$ cat src/rtl/tcp_pkg.sv
// Shared TCP offload definitions: flow index width and per-flow state entry layouts.
package tcp_pkg;

  localparam int unsigned FLOWID_W = 4;

  typedef struct packed {
    logic [31:0] snd_nxt;
    logic [31:0] snd_una;
  } tx_state_struct;

  typedef struct packed {
    logic [31:0] rcv_nxt;
    logic [15:0] rcv_wnd;
    logic [15:0] flags;
  } recv_state_entry;

endpackage

$ cat src/rtl/flow_state_ram.sv
// Simple dual-port state RAM: one write port, one registered read port, no reset on storage.
module flow_state_ram #(
  parameter int unsigned DATA_W = 64,
  parameter int unsigned ADDR_W = 4
) (
  input  logic              clk,
  input  logic              we,
  input  logic [ADDR_W-1:0] waddr,
  input  logic [DATA_W-1:0] wdata,
  input  logic              re,
  input  logic [ADDR_W-1:0] raddr,
  output logic [DATA_W-1:0] rdata
);

  localparam int unsigned DEPTH = 1 << ADDR_W;

  logic [DATA_W-1:0] mem [DEPTH];

  // Read returns the pre-write contents on an address collision.
  always_ff @(posedge clk) begin
    if (we) mem[waddr] <= wdata;
    if (re) rdata <= mem[raddr];
  end

endmodule

$ cat src/rtl/flow_state_rd_server.sv
// Per-flow state store: zeroing sweep after reset, then in-order reads with a
// 2-entry response queue and write-first bypass for same-cycle collisions.
module flow_state_rd_server
  import tcp_pkg::*;
#(
  parameter int unsigned DATA_W   = $bits(tx_state_struct),
  parameter int unsigned FLOWID_W = tcp_pkg::FLOWID_W
) (
  input  logic                clk,
  input  logic                rst_n,
  input  logic                rd_req_val,
  input  logic [FLOWID_W-1:0] rd_req_flowid,
  output logic                rd_req_rdy,
  output logic                rd_resp_val,
  output logic [DATA_W-1:0]   rd_resp_data,
  input  logic                rd_resp_rdy,
  input  logic                wr_req_val,
  input  logic [FLOWID_W-1:0] wr_req_flowid,
  input  logic [DATA_W-1:0]   wr_req_data,
  output logic                wr_req_rdy,
  output logic                init_done
);

  localparam int unsigned DEPTH = 1 << FLOWID_W;
  localparam int unsigned CNT_W = FLOWID_W + 1;

  typedef enum logic {ST_INIT, ST_RUN} state_e;

  state_e              state_q, state_d;
  logic [CNT_W-1:0]    init_cnt_q, init_cnt_d;
  logic [1:0]          q_cnt_q, q_cnt_d;
  logic                head_q, head_d, tail_q, tail_d;
  logic [DATA_W-1:0]   q_data_q [2];
  logic [DATA_W-1:0]   q_data_d [2];
  logic                inflight_q, inflight_d;
  logic                byp_q, byp_d;
  logic [DATA_W-1:0]   byp_data_q, byp_data_d;
  logic                rd_req_rdy_q, rd_req_rdy_d;
  logic                wr_req_rdy_q, wr_req_rdy_d;
  logic                init_done_q, init_done_d;

  logic                rd_fire, wr_fire, push, pop, q_empty;
  logic                ram_we;
  logic [FLOWID_W-1:0] ram_waddr;
  logic [DATA_W-1:0]   ram_wdata, ram_rdata, arr_data;

  flow_state_ram #(.DATA_W(DATA_W), .ADDR_W(FLOWID_W)) u_ram (
    .clk   (clk),
    .we    (ram_we),
    .waddr (ram_waddr),
    .wdata (ram_wdata),
    .re    (rd_fire),
    .raddr (rd_req_flowid),
    .rdata (ram_rdata)
  );

  always_comb begin
    rd_fire  = rd_req_val & rd_req_rdy_q;
    wr_fire  = wr_req_val & wr_req_rdy_q;
    q_empty  = (q_cnt_q == 2'd0);
    arr_data = byp_q ? byp_data_q : ram_rdata;
    pop      = ~q_empty & rd_resp_rdy;
    // Arriving data bypasses the queue only when the queue is empty and the consumer takes it now.
    push     = inflight_q & ~(q_empty & rd_resp_rdy);

    ram_we    = (state_q == ST_INIT) | wr_fire;
    ram_waddr = (state_q == ST_INIT) ? init_cnt_q[FLOWID_W-1:0] : wr_req_flowid;
    ram_wdata = (state_q == ST_INIT) ? '0 : wr_req_data;
  end

  always_comb begin
    state_d    = state_q;
    init_cnt_d = init_cnt_q;
    q_cnt_d    = q_cnt_q;
    head_d     = head_q;
    tail_d     = tail_q;
    q_data_d   = q_data_q;
    inflight_d = rd_fire;
    byp_d      = rd_fire & wr_fire & (rd_req_flowid == wr_req_flowid);
    byp_data_d = wr_req_data;

    case (state_q)
      ST_INIT: begin
        init_cnt_d = init_cnt_q + CNT_W'(1);
        if (init_cnt_q == CNT_W'(DEPTH - 1)) state_d = ST_RUN;
      end
      ST_RUN: ;
      default: state_d = ST_INIT;
    endcase

    if (push) begin
      q_data_d[tail_q] = arr_data;
      tail_d           = ~tail_q;
    end
    if (pop) head_d = ~head_q;
    q_cnt_d = q_cnt_q + 2'(push) - 2'(pop);

    // Credit: queue occupancy plus the read already in the RAM pipe must leave room for one more.
    rd_req_rdy_d = (state_d == ST_RUN) &&
                   ((3'(q_cnt_d) + 3'(inflight_d)) < 3'd2);
    wr_req_rdy_d = (state_d == ST_RUN);
    init_done_d  = init_done_q | (state_q == ST_RUN);
  end

  always_ff @(posedge clk or negedge rst_n) begin
    if (!rst_n) begin
      state_q      <= ST_INIT;
      init_cnt_q   <= '0;
      q_cnt_q      <= '0;
      head_q       <= 1'b0;
      tail_q       <= 1'b0;
      q_data_q     <= '{default: '0};
      inflight_q   <= 1'b0;
      byp_q        <= 1'b0;
      byp_data_q   <= '0;
      rd_req_rdy_q <= 1'b0;
      wr_req_rdy_q <= 1'b0;
      init_done_q  <= 1'b0;
    end else begin
      state_q      <= state_d;
      init_cnt_q   <= init_cnt_d;
      q_cnt_q      <= q_cnt_d;
      head_q       <= head_d;
      tail_q       <= tail_d;
      q_data_q     <= q_data_d;
      inflight_q   <= inflight_d;
      byp_q        <= byp_d;
      byp_data_q   <= byp_data_d;
      rd_req_rdy_q <= rd_req_rdy_d;
      wr_req_rdy_q <= wr_req_rdy_d;
      init_done_q  <= init_done_d;
    end
  end

  assign rd_req_rdy   = rd_req_rdy_q;
  assign wr_req_rdy   = wr_req_rdy_q;
  assign init_done    = init_done_q;
  assign rd_resp_val  = ~q_empty | inflight_q;
  assign rd_resp_data = ~q_empty ? q_data_q[head_q] : (inflight_q ? arr_data : '0);

endmodule

$ cat config.mk
export PLATFORM = sky130hd
export DESIGN_NAME = flow_state_rd_server
export DESIGN_NICKNAME = d
export VERILOG_FILES = /design/src/rtl/tcp_pkg.sv /design/src/rtl/flow_state_ram.sv /design/src/rtl/flow_state_rd_server.sv
export SDC_FILE = /design/constraint.sdc
export NUM_CORES = 1
export LEC_CHECK = 0
export ABC_AREA = 1
export CORE_MARGIN = 2
export CORE_UTILIZATION = 35
export DETAILED_ROUTE_END_ITERATION = 10
export HOLD_SLACK_MARGIN = 0.06
export PLACE_DENSITY_LB_ADDON = 0.08
export RECOVER_POWER = 25
export SLEW_MARGIN = 20
export SYNTH_ARGS = -nofsm -noshare
export SYNTH_HDL_FRONTEND = slang
export SYNTH_SLANG_ARGS = --single-unit
$ cat constraint.sdc
create_clock -name clk -period 5.8 [get_ports clk]
set_input_delay 0.87 -clock clk [delete_from_list [all_inputs] [get_ports clk]]
set_output_delay 0.87 -clock clk [all_outputs]
set_load 0.01 [all_outputs]
==> impl_metrics.tcl, run 1 <==
set metrics [dict create \
    grt_setup_unrepaired "false" \
    areaGrowthSynthToFinish_pct 14.2 \
    fillCellCount 15500 \
    path_max_fanout 47 \
    drv_cap 3 \
    die_h_um 403 \
    report.final.hold_viol_count 0 \
    avgSynthCellArea_um2 10.1 \
    ys_warn_count 0 \
    wire_per_inst_um 21.6 \
    path_class "input port to flip-flop" \
    hpwl_um 90700 \
    finalMaxSlewViolations 146 \
    leakage_nw 27.3 \
    grt_pass1_vias 35641 \
    portBuffers 144 \
    worst_setup_path_start_kind "input port" \
    gp_routability_congestion 0.752 \
    dr_total_vias 37219 \
    post-cts-setup-buffer-count 0 \
    die_area_mm2 0.163 \
    ant_nets 0 \
    ioPinCount 145 \
    start_util_pct 35.3 \
    required_ns 6.24 \
    num_rows 146 \
    grt_overflow_total 0 \
    slowest_stage "clkinvlp_2" \
    finClkSkew_ns 0.0194 \
    clock_latency_ns 0.78 \
    worst_path_largest_cell_delay_ns 2.58 \
    die_w_um 403 \
    avgViaCountPerCell 4.77 \
    antenna_found_initial 14 \
    core-area_mm2 0.158 \
    cts_resized 0 \
    numCtsBuffers 151 \
    fmax_mhz 206 \
    tns_ns 0 \
    p_total_mw 24.0 \
    grt_max_degree 188 \
    cts_root_buffer "clkbuf_16" \
    cts.sinks 1294 \
    worst_pin_slew_ns 3.83 \
    ys_ff_latch 1294 \
    drc 0 \
    fin_crit_sh_pct 83.5 \
    syn-num-nets 5619 \
    crit_buf_inv 3 \
    nets 5686 \
    setup_violations 0 \
    grt_usage_pct 20.7 \
    cts_buffer_depth 3 \
    path_cells "clkdlybuf4s50_1 > nand2_1 > clkinvlp_2 > buf_4" \
    cp_top_family "buffers and inverters" \
    synth.cell_area_mm2 0.0558 \
    violations "capacitance limit, slew limit" \
    peakVddDrop_v 0.000302 \
    routed_wl_um 169000 \
    status "finished with violations" \
    drive_above_1_share_pct 5.50 \
    p_per_area_mw_per_mm2 377 \
    drtIter0Drc 3423 \
    syn_inst 5538 \
    cts_tree "yes" \
    maxSlewHeadroom_pct -155 \
    critical_path_arrival_ns 5.29 \
    clkTransAtPathRegs_ns 0.06 \
    hold_class "input port to flip-flop" \
    finalCriticalPeriod_ns 4.85 \
    yosysSeqAreaShare_pct 67.7 \
    worst_setup_path_end_kind "flip-flop" \
    htreeDepth 4 \
    fin_util_pct 40.2 \
    drt_first_pass_iters 5 \
    grt_pass1_wl_um 249000 \
    synth_cell_types 27 \
]
## worst reg2reg max path: stages (launching register included)
cell and delay (ns):
dfrtp_1 0.41, nand2_1 0.09, clkinvlp_2 2.58, buf_4 1.32
## final timing paths
path                             startpoint         endpoint  slack (ns)  depth (start not counted)
max                              rd_req_val  u_ram.rdata[22]        0.95                          4
min                        rd_req_flowid[3]            byp_q        0.45                          4
max reg2reg                      rd_req_rdy  u_ram.rdata[22]        1.07                          3
min reg2reg                    q_data_q[21]     q_data_q[21]        0.47                          2
max in group asynchronous             rst_n       inflight_q        1.47                          3
min in group asynchronous             rst_n     q_data_q[84]        1.96                          2
## cells by family after synthesis
kind of cell	Yosys count	share of synthesized area (%)
buffers and inverters	1222	9.29
AO/OA/AOI/OAI	264	2.37
AND/OR/NAND/NOR	2748	20.4
flip-flops	1294	67.7
adder cells (fa/ha/maj)	4	0.0896
XOR/XNOR	6	0.0941
## cell usage after synthesis
library cell	instances	share of area (%)
buf_4	23	0.31
dfrtp_1	206	9.2
or2_0	1	0.011
inv_6	1	0.016
nand3_1	839	7.5
o21ai_0	188	1.7
ha_1	4	0.090
nor2_2	2	0.022
inv_2	4	0.027
nor2_4	1	0.020
a21oi_1	4	0.036
nand4_1	1	0.011
xor2_1	2	0.031
xnor2_1	4	0.063
nand2_2	2	0.022
clkbuf_1	60	0.40
nor3_1	1	0.0090
nor2_1	23	0.15
or2_2	4	0.045
buf_6	40	0.81
o21ai_1	72	0.65
inv_1	914	6.1
buf_2	162	1.5
edfxtp_1	1088	59
clkbuf_2	3	0.027
nand2_1	1874	13
buf_1	15	0.10
## state kept, by name, indices dropped and copies added, names as in the netlist
signal,count
u_ram.mem,1024
q_data_q,128
byp_data_q,64
u_ram.rdata,64
init_cnt_q,5
q_cnt_q,2
byp_q,1
head_q,1
inflight_q,1
init_done,1
rd_req_rdy,1
tail_q,1
wr_req_rdy,1
## metal layers
| layer | GRT usage [%] | routed length, µm |
|---|---|---|
| met5 | 0 | 59 |
| met4 | 4.89 | 3290 |
| met3 | 3.35 | 8210 |
| met2 | 31.4 | 74100 |
| met1 | 31.1 | 83200 |
## report_power, final
| part | switching, mW | leakage (nW) | total (mW) | internal (mW) |
|---|---|---|---|---|
| Combinational | 2.54 | 12.6 | 3.93 | 1.39 |
| Clock | 3.82 | 2.31 | 9.13 | 5.31 |
| Sequential | 0.239 | 12.4 | 11.0 | 10.7 |
## placed cells by master (no fill, tap or decap), types with 2 or more instances in the layout
cell	instances
nor2_4	19
clkinv_8	5
nand3_1	839
bufinv_16	5
xor2_1	2
inv_1	911
buf_4	60
nor2_1	7
nand2_1	1874
buf_8	2
dlygate4sd3_1	65
dfrtp_1	204
clkbuf_1	48
edfxtp_1	1088
clkbuf_16	155
ha_1	4
nand2_2	2
clkinv_1	25
clkbuf_8	14
diode_2	2
xnor2_1	4
a21oi_1	4
o21ai_1	72
inv_4	2
or2_2	4
clkdlybuf4s50_1	75
clkinv_2	21
o21ai_0	188
buf_12	13
inv_6	6
## final cells by class
cell class / count / area [µm²] / share of cell area, %
Antenna cell: 2 / 5.00 / 0.00785
Clock buffer: 216 / 4250 / 6.66
Clock inverter: 60 / 458 / 0.718
Inverter: 919 / 3490 / 5.48
Multi-Input combinational cell: 3022 / 13000 / 20.3
Sequential cell: 1294 / 37800 / 59.4
Tap cell: 2072 / 2590 / 4.07
Timing Repair Buffer: 217 / 2160 / 3.38
## timing repair
item                                   CTS  global route
endpoints found under the hold margin   60             0
setup endpoints to repair                0             0
hold buffers                             1             0
## per-stage QoR
step | cell area (µm²) | hold WS [ns] | instances | setup slack (ns)
CTS | 63700 | 0.396 | 7800 | 1.49
detailed placement | 59000 | 0.463 | 7523 | 1.70
finish | 63700 | 0.453 | 7802 | 0.955
global route | 63700 | 0.444 | 7800 | 0.727
global placement | 59000 | 0.463 | 7523 | 1.76
floorplan | 55800 | 0.442 | 5538 | 1.25
No activity file was read; power rests on OpenSTA's default activity.
==> inputs of run 2 (changes only) <==
==> constraint.sdc (replaced) <==
create_clock -name clk -period 4.45 [get_ports clk]
set_input_delay 0.6675 -clock clk [delete_from_list [all_inputs] [get_ports clk]]
set_output_delay 0.6675 -clock clk [all_outputs]
set_load 0.01 [all_outputs]
==> run 2 against run 1 <==
  * The flow still finishes with violations (capacitance limit, slew limit)
  * Critical path depth grew 1
  * Sequential share of layout area shrank 0.49 points
  * Sequential power grew 30%
  * Via count shrank 0.19%
  * Register-to-register slack gained 0.14 ns
  * Non-clock buffer count grew 18
  * Setup slack lost 0.29 ns
  * Sequential cell count is the same
  * Critical endpoint is now rd_resp_data[23]
  * Largest cell class unchanged
  * Largest power group unchanged
==> impl_metrics.tcl, run 2 (synthesis gave the netlist of run 1 again) <==
set metrics [dict create \
    hold_class "flip-flop to flip-flop" \
    post-cts-setup-buffer-count 0 \
    nets 5702 \
    htreeDepth 4 \
    core-area_mm2 0.158 \
    largest-register "u_ram.mem" \
    power_frac_seq_pct 45.2 \
    setup_violations 0 \
    cpMostUsedCell "o21ai_0" \
    portBuffers 144 \
    met1_usage_pct 30.8 \
    fmax_mhz 264 \
    worst_setup_path_end_kind "output pin" \
    grt_pass1_vias 35453 \
    p_sw_share_pct 27.2 \
    fillCellCount 15376 \
    cts_resized 0 \
    gr-usage-met3_pct 3.84 \
    hold_buffers 1 \
    violations "capacitance limit, slew limit" \
    drtIter0Drc 3367 \
    ioPinCount 145 \
    path_class "flip-flop to output pin" \
    report.final.hold_viol_count 0 \
    gp_routability_congestion 0.750 \
    dr_total_vias 37150 \
    drv_cap 2 \
    hpwl_um 94900 \
    grt_overflow_total 0 \
    worst_path_largest_cell_delay_ns 0.61 \
    share_comb_of_total_power_pct 16.2 \
    final_common_cell "nand2_1" \
    power_switching_mw 8.58 \
    ff2ff_setup_slack_ns 1.21 \
    finClkSkew_ns 0.0222 \
    grt_max_degree 156 \
    die_area_mm2 0.163 \
    routed_wl_um 167000 \
    leakage_nw 27.5 \
    stdcell_count 7817 \
    avgViaCountPerCell 4.75 \
    clkTransAtPathRegs_ns 0.06 \
    p_int_mw 23.0 \
    worst_pin_slew_ns 2.40 \
    reg.largest.list "u_ram.mem x1024, q_data_q x128" \
    ant_nets 0 \
    drc 0 \
    grt_busiest_layer "met1" \
    grt_pass1_wl_um 246000 \
    cts_root_buffer "clkbuf_16" \
    die_w_um 403 \
    finalCriticalPeriod_ns 3.79 \
    antenna_found_initial 27 \
    required_ns 3.78 \
    areaGrowthSynthToFinish_pct 15.1 \
    p_per_area_mw_per_mm2 491 \
    die_h_um 403 \
    maxSlewHeadroom_pct -60.0 \
    grt_setup_unrepaired "false" \
    wire_per_inst_um 21.3 \
    start_util_pct 35.3 \
    slowest_stage "clkdlybuf4s50_1" \
    drt_first_pass_iters 5 \
    cts_buffer_depth 3 \
    placedCellCount 7541 \
    path_max_fanout 80 \
    power_frac_clock_pct 38.6 \
    num_rows 146 \
    largest_reg_flops 1024 \
    drive_above_1_share_pct 5.71 \
    clock_latency_ns 0.77 \
    numCtsBuffers 149 \
    fin_crit_sh_pct 85.1 \
    place_ws_ns 1.01 \
    tns_ns 0 \
    grtUsageMet2_pct 30.6 \
    cts.sinks 1294 \
    grt_usage_pct 20.5 \
    cts_tree "yes" \
    worst_slack_ns 0.664 \
    fin_util_pct 40.6 \
    peakVddDrop_v 0.000401 \
    finalMaxSlewViolations 121 \
    status "finished with violations" \
    critical_path_arrival_ns 3.12 \
    worst_setup_path_start_kind "flip-flop" \
    path_cells "inv_4 > buf_4 > o21ai_0 > o21ai_0 > clkdlybuf4s50_1" \
    layout_common_cells "1874 x nand2_1, 1088 x edfxtp_1, 911 x inv_1" \
]
[run 2: cell count changes in the layout (fill, tap and decap cells not counted), moves of 3 or more]
cell / previous run / this run
diode_2: 2 / 5
buf_12: 13 / 38
clkinv_2: 21 / 14
buf_4: 60 / 50
clkinv_1: 25 / 22
bufinv_16: 5 / 12
clkinv_8: 5 / 2
clkbuf_8: 14 / 11
[run 2: final timing paths]
check,startpoint,endpoint,cells after the start
setup / recovery,head_q,rd_resp_data[23],5
hold / removal,init_done,init_done,1
setup reg to reg,rd_req_rdy,u_ram.rdata[15],3
hold reg to reg,init_done,init_done,1
max in group asynchronous,rst_n,byp_data_q[43],3
min in group asynchronous,rst_n,q_data_q[77],2
[run 2: stage by stage]
stage	hold slack [ns]	power, mW	instance area [µm²]
floorplan	0.372	17.3	55800
CTS	0.311	32.0	64300
detailed placement	0.460	19.8	59500
global placement	0.460	19.7	59500
global route	0.462	33.0	64300
finish	0.475	31.6	64300
[run 2: area by class of cell]
type / instances / area [µm²] / share of cell area [%]
timing repair buffer: 235 / 2600 / 4.04
multi-input combinational: 3022 / 13000 / 20.2
clock inverter: 59 / 637 / 0.991
clock buffer: 211 / 4160 / 6.47
sequential: 1294 / 37800 / 58.9
inverter: 919 / 3490 / 5.42
tap: 2072 / 2590 / 4.03
antenna: 5 / 12.5 / 0.0195
[run 2: worst max-delay path: cells and delay by family (launching register included)]
family / cells / cell delay (ns)
buffers and inverters: 3 / 1.52
flip-flops: 1 / 0.41
AO/OA/AOI/OAI: 2 / 0.39
[run 2: power by group through the flow]
stage,Sequential [mW],Clock (mW),Combinational [mW]
4_1_cts,14.3,12.5,5.24
2_1_floorplan,14.4,0,2.95
3_3_place_gp,14.5,0,5.21
3_5_place_dp,14.5,0,5.24
5_1_grt,14.3,12.9,5.75
6_report,14.3,12.2,5.12
[run 2: layer usage]
metal  vias to the layer above  share of wire (%)
met2                       933                 43
met3                       185                6.2
li1                      17995                  -
met1                     18027                 49
met4                        10                1.7
met5                         -              0.034
